### src/rtl/wb_arbiter.sv
// rtl/wb_arbiter.sv - writeback arbiter merging ALU and queued mult/div results onto one regfile write port
//
// Ports:
//   clk, rst            clock (rising edge), asynchronous active-low reset
//   alu_valid/addr/data ALU result, no backpressure, always wins arbitration
//   md_valid/ready/addr/data  mult/div result handshake into a DEPTH-entry FIFO
//   ctrl_we/addr_rd/data_rd   registered regfile write port
//   stall_req           registered request to hold ALU issue while the queue starves
//   query_addr/query_hit      combinational pending-write lookup for decode hazards
module wb_arbiter #(
  parameter int DEPTH      = 2,
  parameter int STARVE_LIM = 4
) (
  input  logic        clk,
  input  logic        rst,
  input  logic        alu_valid,
  input  logic [4:0]  alu_addr,
  input  logic [31:0] alu_data,
  input  logic        md_valid,
  output logic        md_ready,
  input  logic [4:0]  md_addr,
  input  logic [31:0] md_data,
  output logic        ctrl_we,
  output logic [4:0]  addr_rd,
  output logic [31:0] data_rd,
  output logic        stall_req,
  input  logic [4:0]  query_addr,
  output logic        query_hit
);

  localparam int PW = $clog2(DEPTH);
  localparam int CW = PW + 1;
  localparam int SW = $clog2(STARVE_LIM) + 1;
  localparam logic [SW-1:0] STARVE_MAX = SW'(STARVE_LIM - 1);

  logic [4:0]    fifo_addr_q [DEPTH];
  logic [31:0]   fifo_data_q [DEPTH];

  logic [PW-1:0] wr_ptr_q, wr_ptr_d;
  logic [PW-1:0] rd_ptr_q, rd_ptr_d;
  logic [CW-1:0] count_q,  count_d;
  logic [SW-1:0] starve_q, starve_d;
  logic          stall_q,  stall_d;
  logic          we_q,     we_d;
  logic [4:0]    addr_q,   addr_d;
  logic [31:0]   data_q,   data_d;

  logic          full;
  logic          empty;
  logic          enq;
  logic          alu_win;
  logic          pop;
  logic [PW-1:0] off;
  logic          qhit;

  assign full     = (count_q == CW'(DEPTH));
  assign empty    = (count_q == '0);
  assign md_ready = !full;

  // r0 beats complete the handshake but never occupy a slot.
  assign enq      = md_valid && md_ready && (md_addr != 5'd0);
  assign alu_win  = alu_valid && (alu_addr != 5'd0);
  // Pop decision uses the pre-edge head, so an empty queue is never bypassed.
  assign pop      = !alu_win && !empty;

  always_comb begin
    wr_ptr_d = wr_ptr_q;
    rd_ptr_d = rd_ptr_q;
    if (enq) wr_ptr_d = wr_ptr_q + PW'(1);
    if (pop) rd_ptr_d = rd_ptr_q + PW'(1);
    count_d = count_q + CW'(enq) - CW'(pop);
  end

  always_comb begin
    we_d   = 1'b0;
    addr_d = addr_q;
    data_d = data_q;
    if (alu_win) begin
      we_d   = 1'b1;
      addr_d = alu_addr;
      data_d = alu_data;
    end else if (pop) begin
      we_d   = 1'b1;
      addr_d = fifo_addr_q[rd_ptr_q];
      data_d = fifo_data_q[rd_ptr_q];
    end
  end

  // The counter saturates at STARVE_MAX; one more blocked cycle raises stall_req.
  always_comb begin
    starve_d = starve_q;
    stall_d  = stall_q;
    if (empty || pop) begin
      starve_d = '0;
      stall_d  = 1'b0;
    end else if (alu_win) begin
      if (starve_q == STARVE_MAX) stall_d = 1'b1;
      else                        starve_d = starve_q + SW'(1);
    end
  end

  // An entry is live when its distance from the read pointer is below occupancy.
  always_comb begin
    qhit = 1'b0;
    off  = '0;
    for (int i = 0; i < DEPTH; i++) begin
      off = PW'(i) - rd_ptr_q;
      if ((CW'(off) < count_q) && (fifo_addr_q[i] == query_addr)) qhit = 1'b1;
    end
    if (we_q && (addr_q == query_addr)) qhit = 1'b1;
    query_hit = qhit && (query_addr != 5'd0);
  end

  always_ff @(posedge clk) begin
    if (enq) begin
      fifo_addr_q[wr_ptr_q] <= md_addr;
      fifo_data_q[wr_ptr_q] <= md_data;
    end
  end

  always_ff @(posedge clk or negedge rst) begin
    if (!rst) begin
      wr_ptr_q <= '0;
      rd_ptr_q <= '0;
      count_q  <= '0;
      starve_q <= '0;
      stall_q  <= 1'b0;
      we_q     <= 1'b0;
      addr_q   <= '0;
      data_q   <= '0;
    end else begin
      wr_ptr_q <= wr_ptr_d;
      rd_ptr_q <= rd_ptr_d;
      count_q  <= count_d;
      starve_q <= starve_d;
      stall_q  <= stall_d;
      we_q     <= we_d;
      addr_q   <= addr_d;
      data_q   <= data_d;
    end
  end

  assign ctrl_we   = we_q;
  assign addr_rd   = addr_q;
  assign data_rd   = data_q;
  assign stall_req = stall_q;

endmodule

### config.mk
export PLATFORM = sky130hd
export DESIGN_NAME = wb_arbiter
export DESIGN_NICKNAME = d
export VERILOG_FILES = /design/src/rtl/wb_arbiter.sv
export SDC_FILE = /design/constraint.sdc
export NUM_CORES = 1
export LEC_CHECK = 0
export ABC_AREA = 1
export BUFFER_PORTS_ARGS = -buffer_cell sky130_fd_sc_hd__buf_2
export CORE_MARGIN = 10
export CORE_UTILIZATION = 45
export CTS_CLUSTER_SIZE = 25
export DETAILED_ROUTE_END_ITERATION = 7
export PLACE_DENSITY_LB_ADDON = 0.05
export SLEW_MARGIN = 10
export SYNTH_ARGS = -nofsm -noshare
export SYNTH_HDL_FRONTEND = slang
export SYNTH_SLANG_ARGS = --single-unit
### constraint.sdc
create_clock -name clk -period 3.25 [get_ports clk]
set_input_delay 0.4875 -clock clk [delete_from_list [all_inputs] [get_ports clk]]
set_output_delay 0.4875 -clock clk [all_outputs]
set_load 0.05 [all_outputs]
==> results of run 1 <==
[report_power, final]
group	switching (mW)	total, mW	internal, mW
Clock	0.607	1.65	1.04
Combinational	1.65	2.20	0.555
Sequential	0.177	2.27	2.09
Total	2.43	6.12	3.69
[synth_stat cells]
cell | number | area share
dfrtp_1 | 46 | 0.22
edfxtp_1 | 74 | 0.43
nand3b_1 | 1 | 0.0015
buf_6 | 3 | 0.0066
buf_2 | 7 | 0.0068
nor2_2 | 1 | 0.0012
nor3_1 | 2 | 0.0019
ha_1 | 4 | 0.0097
buf_4 | 1 | 0.0015
inv_1 | 29 | 0.021
clkbuf_1 | 7 | 0.0051
xnor2_1 | 1 | 0.0017
nand3_2 | 10 | 0.019
inv_2 | 2 | 0.0015
nand3_1 | 35 | 0.034
buf_12 | 1 | 0.0039
nand2_2 | 10 | 0.012
xor2_1 | 4 | 0.0068
clkinv_1 | 1 | 0.00073
a21oi_1 | 1 | 0.00097
o21ai_0 | 8 | 0.0078
nor2_4 | 1 | 0.0022
nand2_1 | 253 | 0.18
nor2_1 | 18 | 0.013
[kinds of logic after synthesis]
family	share of synthesized area
compound gates	0.008754
xor+xnor	0.008511
buf+inv	0.04718
simple gates	0.2702
fa+ha+maj	0.009728
flops	0.6556
[flip-flops by register name, summed over array words and instances, names as in the netlist]
name / cells
addr_rd: 5
count_q: 2
fifo_addr_q: 10
wr_ptr_q: 1
stall_req: 1
ctrl_we: 1
starve_q: 3
rd_ptr_q: 1
fifo_data_q: 64
data_rd: 32
[through the flow]
step           setup slack, ns  utilization  power, mW
6_report                0.7380       0.5842      6.120
3_3_place_gp             1.012       0.5366      4.497
3_5_place_dp            0.9137       0.5366      4.542
4_1_cts                 0.7077       0.5839      6.218
5_1_grt                 0.5552       0.5839      6.528
2_1_floorplan           0.2269            -      3.909
[cell type report]
class                           count  area [um2]  share of cell area
Sequential cell                   120        3374              0.5237
Multi-Input combinational cell    349        1549              0.2404
Timing Repair Buffer              131       700.7              0.1087
Clock buffer                       27       503.0             0.07806
Tap cell                          140       175.2             0.02718
Inverter                           32       120.1             0.01864
Clock inverter                      4       18.77            0.002913
Antenna cell                        1       2.502           0.0003883
[metal layers]
| metal | part of all wire | wire, um |
|---|---|---|
| met1 | 0.43 | 5339 |
| met2 | 0.49 | 6116 |
| met3 | 0.076 | 953 |
| met4 | 0.0060 | 75 |
| met5 | 0 | 0 |
[placed cells by master, fill, tap and decap left out, drive strengths merged]
cell	n
a21oi	1
buf	131
clkbuf	27
clkinv	5
dfrtp	46
diode	1
edfxtp	74
ha	4
inv	31
nand2	263
nand3	45
nand3b	1
nor2	20
nor3	2
o21ai	8
xnor2	1
xor2	4
[how the worst max path moves through the flow]
| stage | start | depth (start not counted) | slack (ns) | end |
|---|---|---|---|---|
| final | rd_ptr_q | 8 | 0.74 | query_hit |
| after global routing | rd_ptr_q | 8 | 0.56 | query_hit |
| after CTS | rd_ptr_q | 8 | 0.71 | query_hit |
| after detailed placement | alu_addr[0] | 11 | 0.91 | count_q[1] |
| after global placement | alu_addr[0] | 11 | 1.01 | count_q[1] |
| after floorplan | count_q[1] | 3 | 0.23 | fifo_addr_q[0][0] |
==> impl_metrics.env, run 1 <==
export IMPL_postRouteWirelength_um=12490
export IMPL_yosys_register_bits=120
export IMPL_cp_end_kind="primary output"
export IMPL_cts_setup_buffers=0
export IMPL_clock_fmax_ghz=0.3981
export IMPL_cts_buffers=17
export IMPL_final_antenna_net_count=0
export IMPL_yosysUniqueCellTypes=24
export IMPL_core_area_um2=11030
export IMPL_hold_viol_final=0
export IMPL_r2r_slack_ns=1.23
export IMPL_drcViolationCount=0
export IMPL_ctsHtreeMaxLevel=4
export IMPL_whs_ns=0.2514
export IMPL_path_clk_slew_ns=0.05
export IMPL_nets=738
export IMPL_final_cell_area_um2=6444
export IMPL_cts_tree="built"
export IMPL_worstReg2RegEnd="fifo_addr_q[0][1]"
export IMPL_fillCellCount=970
export IMPL_slowest_stage="buf_4"
export IMPL_timing_rr_start="count_q[0]"
export IMPL_die_height_um=126.9
export IMPL_yosys_warnings=0
export IMPL_met1_usage=0.1873
export IMPL_path_buf_inv=3
export IMPL_crit_top_cell="nand3_1"
export IMPL_cpPeakStageDelay_ns=0.42
export IMPL_cp_data_required_time_ns=2.76
export IMPL_hold_path_class="in -> async"
export IMPL_path_cells="buf_4 -> a21oi_1 -> nor2_1 -> nand3_1 -> nand3_1 -> nand2_1 -> inv_1 -> buf_2"
export IMPL_leakagePower_nw=3.121
export IMPL_syn_cell_area_um2=5145
export IMPL_grt_pass1_vias=3938
export IMPL_clkSinkCount=120
export IMPL_path_max_fanout=43
export IMPL_report_final_slew_viol_count=0
export IMPL_startpoint_type="register"
export IMPL_syn_num_nets=607
export IMPL_gr_usage_met2=0.2561
export IMPL_ir_drop_mv=0.5324
export IMPL_busiest_layer="met2"
export IMPL_first_iter_violations=200
export IMPL_viasPerCell=4.785
export IMPL_wl_per_cell_um=15.53
export IMPL_fin_crit_ns=2.512
export IMPL_worstSetupPathType="reg -> out"
export IMPL_grt_max_degree=44
export IMPL_cts_resized=0
export IMPL_reg2reg_depth=5
export IMPL_io_buffers=123
export IMPL_overflow=0
export IMPL_syn_instance_count=520
export IMPL_io_pins=124
export IMPL_root_buffer="clkbuf_16"
export IMPL_grt_pass1_wl_um=20020
export IMPL_ys_seq_area_frac=0.6556
export IMPL_hpwl_um=8453
export IMPL_grt_use_total=0.1594
export IMPL_avgSynthCellArea_um2=9.894
export IMPL_arrival_ns=2.02
export IMPL_rsz0062_at_grt="no"
export IMPL_clk_path_buf_depth=2
export IMPL_dieWidth_um=126.9
export IMPL_hold_buffers=0
export IMPL_finalSetupTns_ns=0
export IMPL_gp_congestion=0.7792
export IMPL_maxCapViolCount=0
export IMPL_dp_cells=772
export IMPL_use_met3=0.06247
export IMPL_power_density_nw_per_um2=949.8
export IMPL_timing_final_crit_share=0.7729
export IMPL_finalNonFillerCells=804
export IMPL_drive_gt1_frac=0.2745
export IMPL_fin_skew_ns=0.01450
export IMPL_row_count=38
export IMPL_initial_utilization=0.4664
export IMPL_die_area_um2=16110
export IMPL_antenna_found_initial=1
export IMPL_slew_headroom=0.2951
export IMPL_area_growth_pct=25.24
export IMPL_critical_path_top_delay_family="buffers and inverters"
export IMPL_first_pass_iters=5
export IMPL_status="finished clean"
export IMPL_worstMarginPinSlew_ns=1.057
export IMPL_post_dp_cell_area_um2=5919
export IMPL_via_count=3847
export IMPL_setup_viol=0
export IMPL_insertion_delay_ns=0.42
(Power assumes the default switching activity.)
==> run 2, diff against run 1 <==
Settings changed: ABC_AREA 1 to 0.
Clock period 3.25 ns to 2.4 ns, I/O delays scaled along.
==> run 2 against run 1 <==
Total power up 43%. Setup slack got worse by 0.46 ns. Critical path depth is 3 lower. Synthesized area is 1.1% lower. Cell area grew 0.83%. Worst hold slack got worse by 0.11 ns. Global-route usage shrank 1.8 points. Die area decreased by 0.94%. Clock skew down 0.0063 ns. Critical endpoint unchanged.
==> impl_metrics.env, run 2 <==
export IMPL_status="finished clean"
export IMPL_hold_buffers=1
export IMPL_setup_viol=0
export IMPL_slew_headroom=0.5898
export IMPL_ctsHtreeMaxLevel=4
export IMPL_syn_instance_count=385
export IMPL_largest_register_ffs=64
export IMPL_final_cell_mix="buf_2, edfxtp_1, dfrtp_1, nor2_1"
export IMPL_drcViolationCount=0
export IMPL_cts_tree="built"
export IMPL_avgSynthCellArea_um2=13.21
export IMPL_power_mw=8.747
export IMPL_hold_path_class="in -> reg"
export IMPL_routed_top_layer="met4"
export IMPL_synth_top_cell_by_area="edfxtp_1"
export IMPL_arrival_ns=1.76
export IMPL_worstSetupPathType="reg -> out"
export IMPL_synth_edff_count=74
export IMPL_nets=608
export IMPL_report_final_slew_viol_count=0
export IMPL_finalNonFillerCells=674
export IMPL_pwr_share_seq=0.350
export IMPL_path_cells="xnor2_1 -> nand4_1 -> o22a_1 -> o21ai_1 -> buf_2"
export IMPL_row_count=38
export IMPL_viasPerCell=4.988
export IMPL_slowest_stage="edfxtp_1"
export IMPL_cts_buffers=17
export IMPL_grt_use_total=0.1417
export IMPL_final_common_cell="buf_2"
export IMPL_antenna_cells=0
export IMPL_swShare=0.3697
export IMPL_core_area_um2=10940
export IMPL_grt_max_degree=49
export IMPL_die_height_um=126.3
export IMPL_area_growth_pct=27.72
export IMPL_ys_seq_area_frac=0.6631
export IMPL_die_area_um2=15960
export IMPL_io_pins=124
export IMPL_dp_cells=641
export IMPL_wl_met1_um=5083
export IMPL_path_buf_inv=1
export IMPL_setup_ws_ns=0.2816
export IMPL_cpPeakStageDelay_ns=0.40
export IMPL_clock_fmax_ghz=0.4721
export IMPL_power_density_nw_per_um2=1346
export IMPL_hold_viol_final=0
export IMPL_yosys_register_bits=120
export IMPL_syn_cell_area_um2=5087
export IMPL_root_buffer="clkbuf_16"
export IMPL_wl_met3_um=639
export IMPL_initial_utilization=0.4652
export IMPL_synthDominantCellAreaShare=0.4368
export IMPL_p_sw_mw=3.234
export IMPL_yosys_warnings=0
export IMPL_via_count=3362
export IMPL_fin_crit_ns=2.118
export IMPL_overflow=0
export IMPL_largest_register="fifo_data_q"
export IMPL_syn_num_nets=472
export IMPL_combPwrFrac=0.350
export IMPL_synth_top_flop_cell="edfxtp_1"
export IMPL_insertion_delay_ns=0.40
export IMPL_path_clk_slew_ns=0.05
export IMPL_gp_congestion=0.7756
export IMPL_clockPowerShare=0.301
export IMPL_final_antenna_net_count=0
export IMPL_io_buffers=123
export IMPL_first_iter_violations=126
export IMPL_hpwl_um=7928
export IMPL_antenna_found_initial=0
export IMPL_startpoint_type="register"
export IMPL_async_reset_ff_frac=0.3833
export IMPL_p_int_mw=5.513
export IMPL_cts_setup_buffers=0
export IMPL_ir_drop_mv=0.7353
export IMPL_leakagePower_nw=2.796
export IMPL_preCtsSetupSlack_ns=0.2865
export IMPL_postRouteWirelength_um=11160
export IMPL_grt_pass1_vias=3454
export IMPL_synth_most_common_cell="edfxtp_1"
export IMPL_grt_pass1_wl_um=18020
export IMPL_cts_resized=0
export IMPL_dieWidth_um=126.3
export IMPL_netlist_top_cells_count="edfxtp_1, nor2_1, dfrtp_1"
export IMPL_synth_top_cells_by_area="edfxtp_1, dfrtp_1, mux2i_1, o21ai_2, a21oi_1"
export IMPL_timing_final_crit_share=0.8827
export IMPL_wl_per_cell_um=16.56
export IMPL_clk_path_buf_depth=2
export IMPL_critical_path_top_delay_family="flip-flops"
export IMPL_path_max_fanout=2
export IMPL_dr_wl_met2_um=5326
export IMPL_maxCapViolCount=0
export IMPL_worstMarginPinSlew_ns=0.6154
export IMPL_fillCellCount=953
export IMPL_cp_end_kind="primary output"
export IMPL_clkSinkCount=120
export IMPL_fin_skew_ns=0.008180
export IMPL_drive_gt1_frac=0.3876
export IMPL_yosysUniqueCellTypes=29
export IMPL_first_pass_iters=4
export IMPL_cp_data_required_time_ns=2.04
export IMPL_rsz0062_at_grt="no"
-- run 2: cell types whose count changed in the layout (fill, tap and decap cells not counted), moves of 6 or more --
cell	before	now
nor2_1	16	44
nand3_1	35	0
nand2_1	253	38
a21oi_1	1	38
nand3_2	10	0
inv_1	29	4
o21ai_2	0	32
nand2_2	10	0
o21ai_1	0	6
buf_4	6	14
mux2i_1	0	38
xnor2_1	1	15
-- run 2: final timing paths --
| kind | from | to | slack [ns] | cells after the start |
|---|---|---|---|---|
| worst min register to register | starve_q[2] | starve_q[2] | 0.52 | 2 |
| worst max register to register | count_q[0] | fifo_data_q[0][21] | 0.69 | 5 |
| worst max-delay path | fifo_addr_q[0][0] | query_hit | 0.28 | 5 |
| min in group asynchronous | rst | data_rd[29] | 0.43 | 2 |
| max in group asynchronous | rst | data_rd[21] | 1.32 | 3 |
| worst min-delay path | md_data[10] | fifo_data_q[0][10] | 0.14 | 1 |
-- run 2: cells by family after synthesis --
kind of cell    share of synthesized area
compound gates                     0.1080
xor+xnor                          0.03443
fa+ha+maj                        0.009838
buf+inv                           0.03221
flops                              0.6631
mux                               0.07477
simple gates                      0.07772
-- run 2: through the flow --
| step | cell area (um2) | hold WS [ns] | TNS, ns | util |
|---|---|---|---|---|
| floorplan | 5092 | 0.06441 | -8.401 | - |
| global placement | 5866 | 0.3282 | 0 | 0.5364 |
| detailed placement | 5866 | 0.3294 | 0 | 0.5364 |
| CTS | 6497 | 0.1267 | 0 | 0.5942 |
| global route | 6497 | 0.1295 | 0 | 0.5942 |
| finish | 6497 | 0.1419 | 0 | 0.5942 |
-- run 2: area by class of cell --
type,instances,area (um2),share of cell area
multi-input combinational,240,1580,0.2432
clock inverter,12,175.2,0.02696
tap,140,175.2,0.02696
inverter,4,15.01,0.002311
clock buffer,20,446.7,0.06875
sequential,120,3374,0.5194
timing repair buffer,138,730.7,0.1125
-- run 2: routing by layer --
| metal | up-vias | GRT usage |
|---|---|---|
| met5 | - | 0 |
| met4 | 0 | 0.05224 |
| met3 | 7 | 0.04998 |
| met2 | 89 | 0.2232 |
| met1 | 1611 | 0.1764 |
| li1 | 1655 | - |
-- run 2: power groups by stage --
stage	Sequential [mW]	Clock (mW)	Combinational (mW)
6_report	3.06	2.63	3.06
5_1_grt	3.12	2.78	3.36
4_1_cts	3.06	2.68	3.12
3_5_place_dp	3.10	0	3.11
3_3_place_gp	3.08	0	3.09
2_1_floorplan	3.81	0	1.58
-- run 2: worst reg2reg max path, cell delays in order (launching register included) --
cell      delay, ns
dfrtp_1        0.47
nand2b_1       0.20
o211ai_2       0.12
buf_4          0.17
nor2_4         0.08
buf_4          0.33
==> run 3, diff against run 2 <==
Clock period 2.4 ns to 1.74 ns, I/O delays scaled along.
==> run 3 against run 2 <==
The run now ends with setup timing left. Clock-buffer cell count grew 3. Wire length is 3.0% higher. Critical path type unchanged. Utilization increased by 1.5 points. Critical endpoint unchanged. Clock power up 32%. Largest cell class unchanged.
==> impl_metrics.env, run 3 (synthesis results as in run 2) <==
export IMPL_final_common_cell="buf_2"
export IMPL_fillCellCount=914
export IMPL_postRouteWirelength_um=11500
export IMPL_report_final_slew_viol_count=0
export IMPL_drive_gt1_frac=0.4026
export IMPL_grt_max_degree=76
export IMPL_die_area_um2=15960
export IMPL_die_height_um=126.3
export IMPL_clockPowerShare=0.285
export IMPL_ctsHtreeMaxLevel=4
export IMPL_antenna_cells=0
export IMPL_nets=618
export IMPL_fin_crit_ns=1.889
export IMPL_clkSinkCount=120
export IMPL_via_count=3456
export IMPL_setup_ws_ns=-0.1492
export IMPL_antenna_found_initial=0
export IMPL_grt_use_total=0.1490
export IMPL_io_pins=124
export IMPL_dieWidth_um=126.3
export IMPL_power_density_nw_per_um2=1821
export IMPL_clk_path_buf_depth=2
export IMPL_status="finished, violations left"
export IMPL_pwr_share_seq=0.348
export IMPL_fin_skew_ns=0.008368
export IMPL_hpwl_um=8078
export IMPL_viasPerCell=5.053
export IMPL_final_cell_mix="buf_2, edfxtp_1, nor2_1, dfrtp_1"
export IMPL_p_int_mw=7.653
export IMPL_initial_utilization=0.4652
export IMPL_core_area_um2=10940
export IMPL_largest_register="fifo_data_q"
export IMPL_row_count=38
export IMPL_timing_final_crit_share=1.086
export IMPL_finalNonFillerCells=684
export IMPL_slew_headroom=0.6738
export IMPL_p_sw_mw=4.473
export IMPL_dp_cells=649
export IMPL_drcViolationCount=0
export IMPL_worstSetupPathType="reg -> out"
export IMPL_first_pass_iters=4
export IMPL_rsz0062_at_grt="yes"
export IMPL_leakagePower_nw=2.872
export IMPL_worstMarginPinSlew_ns=0.4893
export IMPL_area_growth_pct=30.87
export IMPL_postLayoutCoreUtil=0.6088
export IMPL_swShare=0.3688
export IMPL_path_clk_slew_ns=0.05
export IMPL_final_antenna_net_count=0
export IMPL_gp_congestion=0.8706
export IMPL_path_cells="xor2_1 -> nor4_1 -> nand4_1 -> o21ai_2 -> buf_6"
export IMPL_insertion_delay_ns=0.41
export IMPL_cp_end_kind="primary output"
export IMPL_root_buffer="clkbuf_16"
export IMPL_grt_pass1_vias=3763
export IMPL_ir_drop_mv=0.8756
export IMPL_cpPeakStageDelay_ns=0.39
export IMPL_setup_viol=1
export IMPL_overflow=0
export IMPL_hold_viol_final=0
export IMPL_largest_register_ffs=64
export IMPL_io_buffers=123
export IMPL_power_mw=12.13
export IMPL_slowest_stage="dfrtp_1"
export IMPL_arrival_ns=1.63
export IMPL_combPwrFrac=0.366
export IMPL_post_dp_cell_area_um2=6035
export IMPL_hold_path_class="in -> reg"
export IMPL_path_max_fanout=2
export IMPL_startpoint_type="register"
export IMPL_finalSetupTns_ns=-0.1492
export IMPL_cts_buffers=17
export IMPL_cp_data_required_time_ns=1.48
export IMPL_maxCapViolCount=0
export IMPL_multi_input_area_um2=1600
export IMPL_first_iter_violations=181
export IMPL_final_cell_area_um2=6658
export IMPL_cts_tree="built"
export IMPL_grt_pass1_wl_um=18980
export IMPL_violations="setup timing"
export IMPL_wl_per_cell_um=16.81
export IMPL_seq_area_um2=3377
export IMPL_clock_fmax_ghz=0.5293
==> run 3: through the flow <==
stage	setup slack, ns	hold WS [ns]
after floorplan	-0.1799	-0.03459
after global placement	-0.2486	0.2759
after detailed placement	-0.2769	0.2759
after CTS	-0.1717	0.02256
after global routing	-0.2995	0.02189
final	-0.1492	0.03938
==> run 3: final cells by class <==
class | count | share of cell area
clock buffers | 23 | 0.07029
multi-input cells | 240 | 0.2404
flip-flops and latches | 120 | 0.5072
well taps | 140 | 0.02631
inverters | 4 | 0.002255
clock inverters | 9 | 0.01842
repair buffers | 148 | 0.1351
==> run 3: worst max-delay path, delay by kind of cell (launching register included) <==
kind / cells / cell delay (ns)
and+or+nand+nor: 2 / 0.42
AOI/OAI and AO/OA: 1 / 0.08
buffers and inverters: 1 / 0.17
DFF: 1 / 0.39
xor gates and xnor gates: 1 / 0.15
==> run 3: power by group through the flow <==
stage | clock network [mW] | registers (mW) | logic (mW)
detailed placement | 0 | 4.28 | 4.50
CTS | 3.52 | 4.23 | 4.55
global route | 3.66 | 4.32 | 4.87
floorplan | 0 | 5.26 | 2.23
global placement | 0 | 4.25 | 4.48
finish | 3.46 | 4.23 | 4.44
==> run 3: path summary, 6_finish.rpt <==
check	slack (ns)	from	to	depth (start not counted)
hold reg to reg	0.52	starve_q[2]	starve_q[2]	2
max in group asynchronous	1.11	rst	rd_ptr_q	3
hold / removal	0.04	md_data[18]	fifo_data_q[0][18]	1
min in group asynchronous	0.38	rst	data_rd[28]	3
setup reg to reg	0.16	count_q[1]	count_q[1]	7
setup / recovery	-0.15	addr_rd[0]	query_hit	5
==> run 3: what timing repair did <==
item,4_1_cts,5_1_grt
pin swaps,9,0
resized for setup,3,1
hold buffers,1,0
buffers inserted,2,0
endpoints found under the hold margin,46,0
setup endpoints to repair,1,2
==> run 3: per-layer routing <==
metal | track usage | part of all wire
met2 | 0.2431 | 0.50
met1 | 0.1759 | 0.43
met3 | 0.05373 | 0.059
met5 | 0 | 0
met4 | 0.05894 | 0.014
